### src/rtl/serial_deser_pkg.sv
// Shared types and default constants for the serial frame deserializer.
// Frame counter width and FSM encoding live here so the top and bench agree.
package serial_deser_pkg;

  typedef enum logic [1:0] {
    HUNT   = 2'd0,
    SHIFT  = 2'd1,
    PARITY = 2'd2
  } deser_state_t;

  localparam int             SYNC_W_DEF   = 4;
  localparam logic [3:0]     SYNC_PAT_DEF = 4'b1011;
  localparam int             DATA_W_DEF   = 8;
  localparam int             FRAME_CNT_W  = 8;

endpackage

### src/rtl/serial_frame_deser_sync_window.sv
// Sync-pattern hunter: SYNC_W-bit serial window with a comparator on the
// window as it will look after the current bit is shifted in.
module sync_window
  import serial_deser_pkg::*;
#(
  parameter int                SYNC_W   = SYNC_W_DEF,
  parameter logic [SYNC_W-1:0] SYNC_PAT = SYNC_PAT_DEF
) (
  input  logic clk,
  input  logic reset,
  input  logic bit_in,
  input  logic bit_en,
  input  logic clear,
  output logic match
);

  logic [SYNC_W-1:0] window;
  logic [SYNC_W-1:0] window_next;

  assign window_next = {window[SYNC_W-2:0], bit_in};
  assign match       = bit_en && (window_next == SYNC_PAT);

  // Clearing on a hit forces every later frame to present a complete pattern.
  always_ff @(posedge clk) begin
    if (!reset || clear) begin
      window <= '0;
    end else if (bit_en) begin
      window <= window_next;
    end
  end

endmodule

### src/rtl/serial_frame_deser.sv
// Serial frame deserializer: sync hunt, word shift-in and one-entry valid/ready
// output buffer. Define SERIAL_DESER_PARITY_EN to add a trailing even-parity bit.
module serial_frame_deser
  import serial_deser_pkg::*;
#(
  parameter int                SYNC_W    = SYNC_W_DEF,
  parameter logic [SYNC_W-1:0] SYNC_PAT  = SYNC_PAT_DEF,
  parameter int                DATA_W    = DATA_W_DEF,
  parameter bit                MSB_FIRST = 1'b1
) (
  input  logic                   clk,
  input  logic                   reset,
  input  logic                   bit_in,
  input  logic                   bit_en,
  output logic [DATA_W-1:0]      word_out,
  output logic                   word_valid,
  input  logic                   word_ready,
  output logic                   locked,
  output logic [FRAME_CNT_W-1:0] frame_cnt,
  output logic                   overrun,
  output logic                   parity_err
);

  localparam int CNT_W = (DATA_W > 1) ? $clog2(DATA_W) : 1;

  deser_state_t      state;
  deser_state_t      state_next;
  logic [CNT_W-1:0]  bit_cnt;
  logic [DATA_W-1:0] shreg;
  logic [DATA_W-1:0] shreg_next;
  logic [DATA_W-1:0] done_word;
  logic              last_bit;
  logic              win_en;
  logic              win_match;
  logic              word_done;
  logic              can_load;

`ifdef SERIAL_DESER_PARITY_EN
  logic parity_fail;
`endif

  assign win_en   = bit_en && (state == HUNT);
  assign last_bit = (bit_cnt == CNT_W'(DATA_W - 1));
  assign can_load = !word_valid || word_ready;

  generate
    if (MSB_FIRST) begin : g_msb_first
      assign shreg_next = {shreg[DATA_W-2:0], bit_in};
    end else begin : g_lsb_first
      assign shreg_next = {bit_in, shreg[DATA_W-1:1]};
    end
  endgenerate

`ifdef SERIAL_DESER_PARITY_EN
  assign done_word = shreg;
`else
  assign done_word = shreg_next;
`endif

  sync_window #(
    .SYNC_W   (SYNC_W),
    .SYNC_PAT (SYNC_PAT)
  ) u_sync_window (
    .clk    (clk),
    .reset  (reset),
    .bit_in (bit_in),
    .bit_en (win_en),
    .clear  (win_match),
    .match  (win_match)
  );

  always_ff @(posedge clk) begin
    if (!reset) begin
      state <= HUNT;
    end else begin
      state <= state_next;
    end
  end

  always_comb begin
    state_next = state;
    word_done  = 1'b0;
    locked     = (state == SHIFT);
`ifdef SERIAL_DESER_PARITY_EN
    parity_fail = 1'b0;
`endif
    case (state)
      HUNT: begin
        if (win_match) state_next = SHIFT;
      end
      SHIFT: begin
        if (bit_en && last_bit) begin
`ifdef SERIAL_DESER_PARITY_EN
          state_next = PARITY;
`else
          state_next = HUNT;
          word_done  = 1'b1;
`endif
        end
      end
      PARITY: begin
`ifdef SERIAL_DESER_PARITY_EN
        // Even parity: data bits plus the parity bit must XOR to zero.
        if (bit_en) begin
          state_next = HUNT;
          if (^{shreg, bit_in}) parity_fail = 1'b1;
          else                  word_done   = 1'b1;
        end
`else
        state_next = HUNT;
`endif
      end
      default: state_next = HUNT;
    endcase
  end

  always_ff @(posedge clk) begin
    if (!reset) begin
      bit_cnt <= '0;
      shreg   <= '0;
    end else if (bit_en) begin
      if (state == SHIFT) begin
        shreg   <= shreg_next;
        bit_cnt <= last_bit ? '0 : bit_cnt + CNT_W'(1);
      end else if (win_match) begin
        bit_cnt <= '0;
      end
    end
  end

  // A finished word is loaded if the buffer is empty or draining this cycle.
  always_ff @(posedge clk) begin
    if (!reset) begin
      word_out   <= '0;
      word_valid <= 1'b0;
      frame_cnt  <= '0;
      overrun    <= 1'b0;
    end else if (word_done) begin
      if (can_load) begin
        word_out   <= done_word;
        word_valid <= 1'b1;
        frame_cnt  <= frame_cnt + FRAME_CNT_W'(1);
      end else begin
        overrun    <= 1'b1;
      end
    end else if (word_valid && word_ready) begin
      word_valid <= 1'b0;
    end
  end

`ifdef SERIAL_DESER_PARITY_EN
  always_ff @(posedge clk) begin
    if (!reset) begin
      parity_err <= 1'b0;
    end else if (parity_fail) begin
      parity_err <= 1'b1;
    end
  end
`else
  assign parity_err = 1'b0;
`endif

endmodule

### config.mk
export PLATFORM = sky130hd
export DESIGN_NAME = serial_frame_deser
export DESIGN_NICKNAME = d
export VERILOG_FILES = /design/src/rtl/serial_deser_pkg.sv /design/src/rtl/serial_frame_deser_sync_window.sv /design/src/rtl/serial_frame_deser.sv
export SDC_FILE = /design/constraint.sdc
export NUM_CORES = 1
export LEC_CHECK = 0
export CORE_MARGIN = 2
export CORE_UTILIZATION = 44
export CTS_CLUSTER_SIZE = 16
export DETAILED_ROUTE_END_ITERATION = 6
export GPL_ROUTABILITY_DRIVEN = 0
export PLACE_DENSITY = 0.73
export SLEW_MARGIN = 0
export SYNTH_ARGS = -nofsm -noshare
export SYNTH_HDL_FRONTEND = slang
export SYNTH_SLANG_ARGS = --single-unit
### constraint.sdc
create_clock -name clk -period 1.4 [get_ports clk]
set_input_delay 0.21 -clock clk [delete_from_list [all_inputs] [get_ports clk]]
set_output_delay 0.21 -clock clk [all_outputs]
set_load 0.005 [all_outputs]
## Yosys cells after proc, flatten, opt, wreduce, memory -nomap -nowiden

Index checks and enable logic that the tools add are counted.

| cells by class | value |
|---|---|
| magnitude comparators | 0 |
| div/mod/pow operators | 0 |
| reductions and logical operators | 17 |
| eq/ne operators | 6 |
| add/subtract/negate cells | 2 |
| shift operators | 0 |
| multiplexer cells | 11 |
| multipliers | 0 |
| bitwise gates (word level) | 1 |

Operator list:

| cell | number |
|---|---|
| 2-bit AND reduction | 6 |
| 3-bit two-way mux | 3 |
| 8-bit by 1-bit adder with 8-bit output, second input constant | 1 |
| 2-bit by 1-bit != test with 1-bit output, second input constant | 3 |
| 1-bit two-way mux | 5 |
| 4-bit == test, second input constant | 1 |
| 1-bit logical AND | 4 |
| 2-bit two-way mux | 2 |
| 2-bit one-hot mux with 2 select lines | 1 |
| 2-bit nonzero test | 2 |
| 3-bit by 1-bit adder with 3-bit output, second input constant | 1 |
| 3-bit == test, second input constant | 1 |
| 2-bit by 1-bit == test with 1-bit output, second input constant | 1 |
| 1-bit zero test | 2 |
| 2-bit zero test | 1 |
| 1-bit logical OR | 2 |
| 1-bit NOT | 1 |

| storage, ports and cells | value |
|---|---|
| bits in registers | 33 |
| word-level logic and storage cells | 45 |
| memories kept | 0 |
| memory bits (writable) | 0 |
| input port bits | 5 |
| output and inout port bits | 20 |
| ROM bits | 0 |
| latch bits | 0 |

## Logic depth before layout (Yosys ltp)

Gate-level depths: netlist of the first run.

| depth | value |
|---|---|
| depth after elaboration | 6 |
| depth in mapped cells | 6 |
| mapped depth without buffers | 5 |

## Cells and area by module

From an unflattened synthesis of the first run, not the netlist that was laid out.

| unflattened totals | value |
|---|---|
| cells, all modules | 159 |
| area, all modules | 1,356.3 um^2 |

Modules (own cells, without submodules):

| module | area an instance (um^2) | seq. area each (um^2) | instances | cells each |
|---|---|---|---|---|
| serial_frame_deser | 1,233.7 | 580.6 | 1 | 146 |
| sync_window | 122.6 | 60.1 | 1 | 13 |

## Worst setup path before layout of the first run

No wires, ideal clock.

| timing | value |
|---|---|
| path type | reg-to-reg |
| start point | register bit_cnt[0] |
| end point | register frame_cnt[3] |
| setup slack | -0.112 ns |
| stages on the path, launching flop included | 6 |
| clock period less this slack | 1.512 ns |
| buffers on the path | 0 |
| required time | 1.330 ns |
| setup time | 0.070 ns |
| arrival | 1.442 ns |
| path through | dfxtp_1 > ha_1 > ha_1 > nand3_2 > or4_1 > a21oi_1 |

| on the way | value |
|---|---|
| longest elaborated chain between the ends | 5 |

Ends and longest elaborated chain:

| item | RTL line | text |
|---|---|---|
| start: declaration | serial_frame_deser.sv:28 | `logic [CNT_W-1:0] bit_cnt;` |
| start signal: assignment | serial_frame_deser.sv:124 | `bit_cnt <= last_bit ? '0 : bit_cnt + CNT_W'(1);` |
| 3-bit == test | serial_frame_deser.sv:43 | `assign last_bit = (bit_cnt == CNT_W'(DATA_W - 1));` |
| 1-bit logical AND | serial_frame_deser.sv:92 | `if (bit_en && last_bit) begin` |
| 1-bit two-way mux | serial_frame_deser.sv:92 |  |
| 1-bit two-way mux | serial_frame_deser.sv:87 | `case (state)` |
| 2-bit AND reduction (no source line) | n/a |  |
| end signal: assignment | serial_frame_deser.sv:142 | `frame_cnt <= frame_cnt + FRAME_CNT_W'(1);` |
| end: declaration | serial_frame_deser.sv:19 | `output logic [FRAME_CNT_W-1:0] frame_cnt,` |

No other way between the ends.
A chain may end at the register's enable or synchronous reset.

## Worst setup path in the final report of the first run

| timing | value |
|---|---|
| start point | register bit_cnt[1] |
| end point | register bit_cnt[0] |

| on the way | value |
|---|---|
| longest elaborated chain between the ends | 3 |

Ends and longest elaborated chain:

| item | RTL line | text |
|---|---|---|
| 3-bit == test | serial_frame_deser.sv:43 |  |
| 3-bit two-way mux | serial_frame_deser.sv:124 |  |
| 3-bit two-way mux | serial_frame_deser.sv:122 | `if (state == SHIFT) begin` |

No other way between the ends.

==> reports/metrics.cfg, run 1 <==
[floorplanning]
rows = 20
core_mm2 = 0.00300
die_w_um = 59.6
io_pins = 25
dieHeight_um = 59.6
start_util_pct = 45.2
dieArea_mm2 = 0.00355

[setup_path]
cp.required_ps = 1680
reg2reg_to = bit_cnt[0]
critPathTopFamily = simple AND/OR/NAND/NOR gates
crit_path_frequent_cell = ha_4
cp_num_cells = 5
critPathLaunchType = flop
reg2reg_from = bit_cnt[1]
critPathArrivalTime_ps = 1730
max_stage_delay_ps = 500
endpoint_kind = flop
crit_fanout = 5
reg2reg_setup_slack_ps = -50
endpoint = bit_cnt[0]
worstRegToRegCells = 5
cp_cell_sequence = ha_4, ha_4, buf_4, or4_1, o21ai_1
crit_start = bit_cnt[1]
slowest_stage = or4_1
critPathBufInv = 1
critPathKind = reg2reg

[cts]
cts_root_buf = clkbuf_4
numCtsBuffers = 5
clock_latency_ps = 340
clockBufferDepth = 2
clk_pin_slew_worst_paths_ps = 100
h-tree-depth = 2
cts_sinks = 32
cts.hold.buffers_added = 0
cts_tree = built

[placed_design]
pre_cts_ws_ps = -338
dp_hpwl_mm = 2.34
port_buffers = 23
place_inst = 224
dpl_cell_area_mm2 = 0.00175

[global_route]
track_usage_pct = 22.0
grt_pass1_vias = 1303
grt_antenna_before_repair = 0
grt_overflow_total = 0
grt_max_degree = 26
grt_pass1_wl_mm = 5.80

[yosys]
synth_cell_type_count = 32
syn_inst = 161
synthMuxAreaShare_pct = 2.95
ys_seq_elements = 32
ys.flop_type = dfxtp_1
synth_top_area_cell = dfxtp_1
synth.yosys.seq_area_share_pct = 47.1
yosys.area_share.simple_pct = 25.0
syn-cell-area_mm2 = 0.00136
synth_most_common_cell = dfxtp_1
synthTopCellsByCount = dfxtp_1 (32), a21oi_1 (25), nand2_1 (24)
synth-adder-area-share_pct = 2.76
synth_top_family_by_area = simple AND/OR/NAND/NOR gates
synth_top_area_share_pct = 47.1
avgSynthCellArea_um2 = 8.44
syn_nets = 169
synth_edf_count = 0
async_reset_ff_share_pct = 0
synthXorXnorAreaFrac_pct = 0
ys_warn_count = 0
synth_area_leaders = dfxtp_1 (47%), a21oi_1 (9.2%), nand2_1 (6.6%)
synth-compound-area-share_pct = 17.3

[final_layout]
final_area_mm2 = 0.00201
finalNonFillerCells = 242
antennaDiodeCount = 0
fin_nets = 216
area_growth_pct = 48.1
final_util_pct = 67.0
final_layout_size_suffix_gt1_share_pct = 32.5

[timing]
max_clock_freq_mhz = 688
hold_violations = 0
period_share_pct = 104
slew_violations = 0
period_minus_slack_ps = 1450
layout_setup_ws_ps = -53.2
finClkSkew_ps = 10.1
setup_viol = 4
rsz0062_at_grt = true

[route]
drt-total-wl_mm = 3.63
dr_total_vias = 1364
avgRoutedWirePerCell_um = 15.0
dr.pass1.iters = 4
drt_iter0_drc = 72
drc = 0
ant_nets = 0
vias_per_cell = 5.64

[power]
peakVddDrop_mv = 0.818
powerDensity_mw_per_mm2 = 842
finalPower_w = 0.00169
p_leak_nw = 0.935

[run]
drv_cap = 0

[outcome]
violations = negative setup slack
run_status = complete, but fails checks

[worst_hold_path]
hp-class = reg2reg

-- metrics by stage --
stage / setup TNS (ps) / hold WS, ps
after floorplan: 0 / 346
after global placement: -4500 / 449
after detailed placement: -5860 / 461
after CTS: -124 / 470
after global routing: -710 / 494
final: -142 / 472
-- layer usage --
layer / up-vias / routed length (um) / global-route usage (%)
met5: - / 0 / 0
met2: 28 / 1940 / 38.8
met3: 5 / 133 / 7.64
met4: 0 / 36 / 7.94
li1: 673 / - / -
met1: 658 / 1520 / 24.4
-- what timing repair did --
| item | 4_1_cts | 5_1_grt |
|---|---|---|
| setup endpoints to repair | 27 | 19 |
| pin swaps | 4 | 2 |
| buffers inserted | 7 | 3 |
| gates resized for setup | 32 | 19 |
-- cell usage in the layout, fill, tap and decap left out, types with 4 or more instances in the layout --
cell,synthesis,final
nand2b_1,5,5
dfxtp_2,0,17
nand3_1,11,11
mux2i_1,4,4
dlygate4sd2_1,0,9
nand2_1,24,24
clkdlybuf4s50_1,0,4
dfxtp_1,32,14
dlymetal6s2s_1,0,10
a21oi_1,25,23
buf_4,1,27
clkbuf_4,0,5
o21ai_0,12,10
-- worst min path at each step --
stage                             from           end  slack (ps)  cells after the start
after floorplan                 bit_in      shreg[0]         350                      2
after global placement        shreg[6]      shreg[6]         450                      2
after detailed placement  frame_cnt[7]  frame_cnt[7]         460                      2
after CTS                 frame_cnt[7]  frame_cnt[7]         470                      2
after global routing           overrun       overrun         490                      2
final                          overrun       overrun         470                      2
-- worst register-to-register path: stages (launching register included) --
cell and delay [ps]:
dfxtp_2 350, ha_4 160, ha_4 170, buf_4 130, or4_1 500, o21ai_1 80
-- sequential cells by signal, summed over array words and instances (netlist names) --
name	count
bit_cnt	3
frame_cnt	8
overrun	1
shreg	7
state	1
u_sync_window.window	3
word_out	8
word_valid	1
-- power by group --
part	internal (W)	leakage [nW]	switching, W
clock	0.000372	0.0412	0.000340
combinational	0.0000293	0.626	0.0000354
sequential	0.000912	0.268	0.00000475
-- area by class of cell --
type	count	area, um2
inverters	2	7.51
fillers	245	991
multi-input cells	115	739
well taps	33	41.3
clock buffers	5	37.5
flip-flops and latches	32	666
clock inverters	3	42.5
repair buffers	52	478
-- cell families (layout without fill, tap and decap cells) --
logic type,count (synthesis),after routing
AOI/OAI and AO/OA,43,43
adders and majority gates,3,3
buffers and inverters,14,62
DFF,32,32
muxes,4,4
other,1,1
and+or+nand+nor,64,64
(Power assumes the default switching activity.)
==> inputs of run 2 (changes only) <==
CTS_CLUSTER_DIAMETER = 50   (was not set)
==> results of run 2 <==
No change in the layout: final DEF, timing and power equal those of run 1.
==> inputs of run 3 (changes only) <==
SLEW_MARGIN = not set   (was 0)
==> results of run 3 <==
No change in the layout: final DEF, timing and power equal those of run 1.
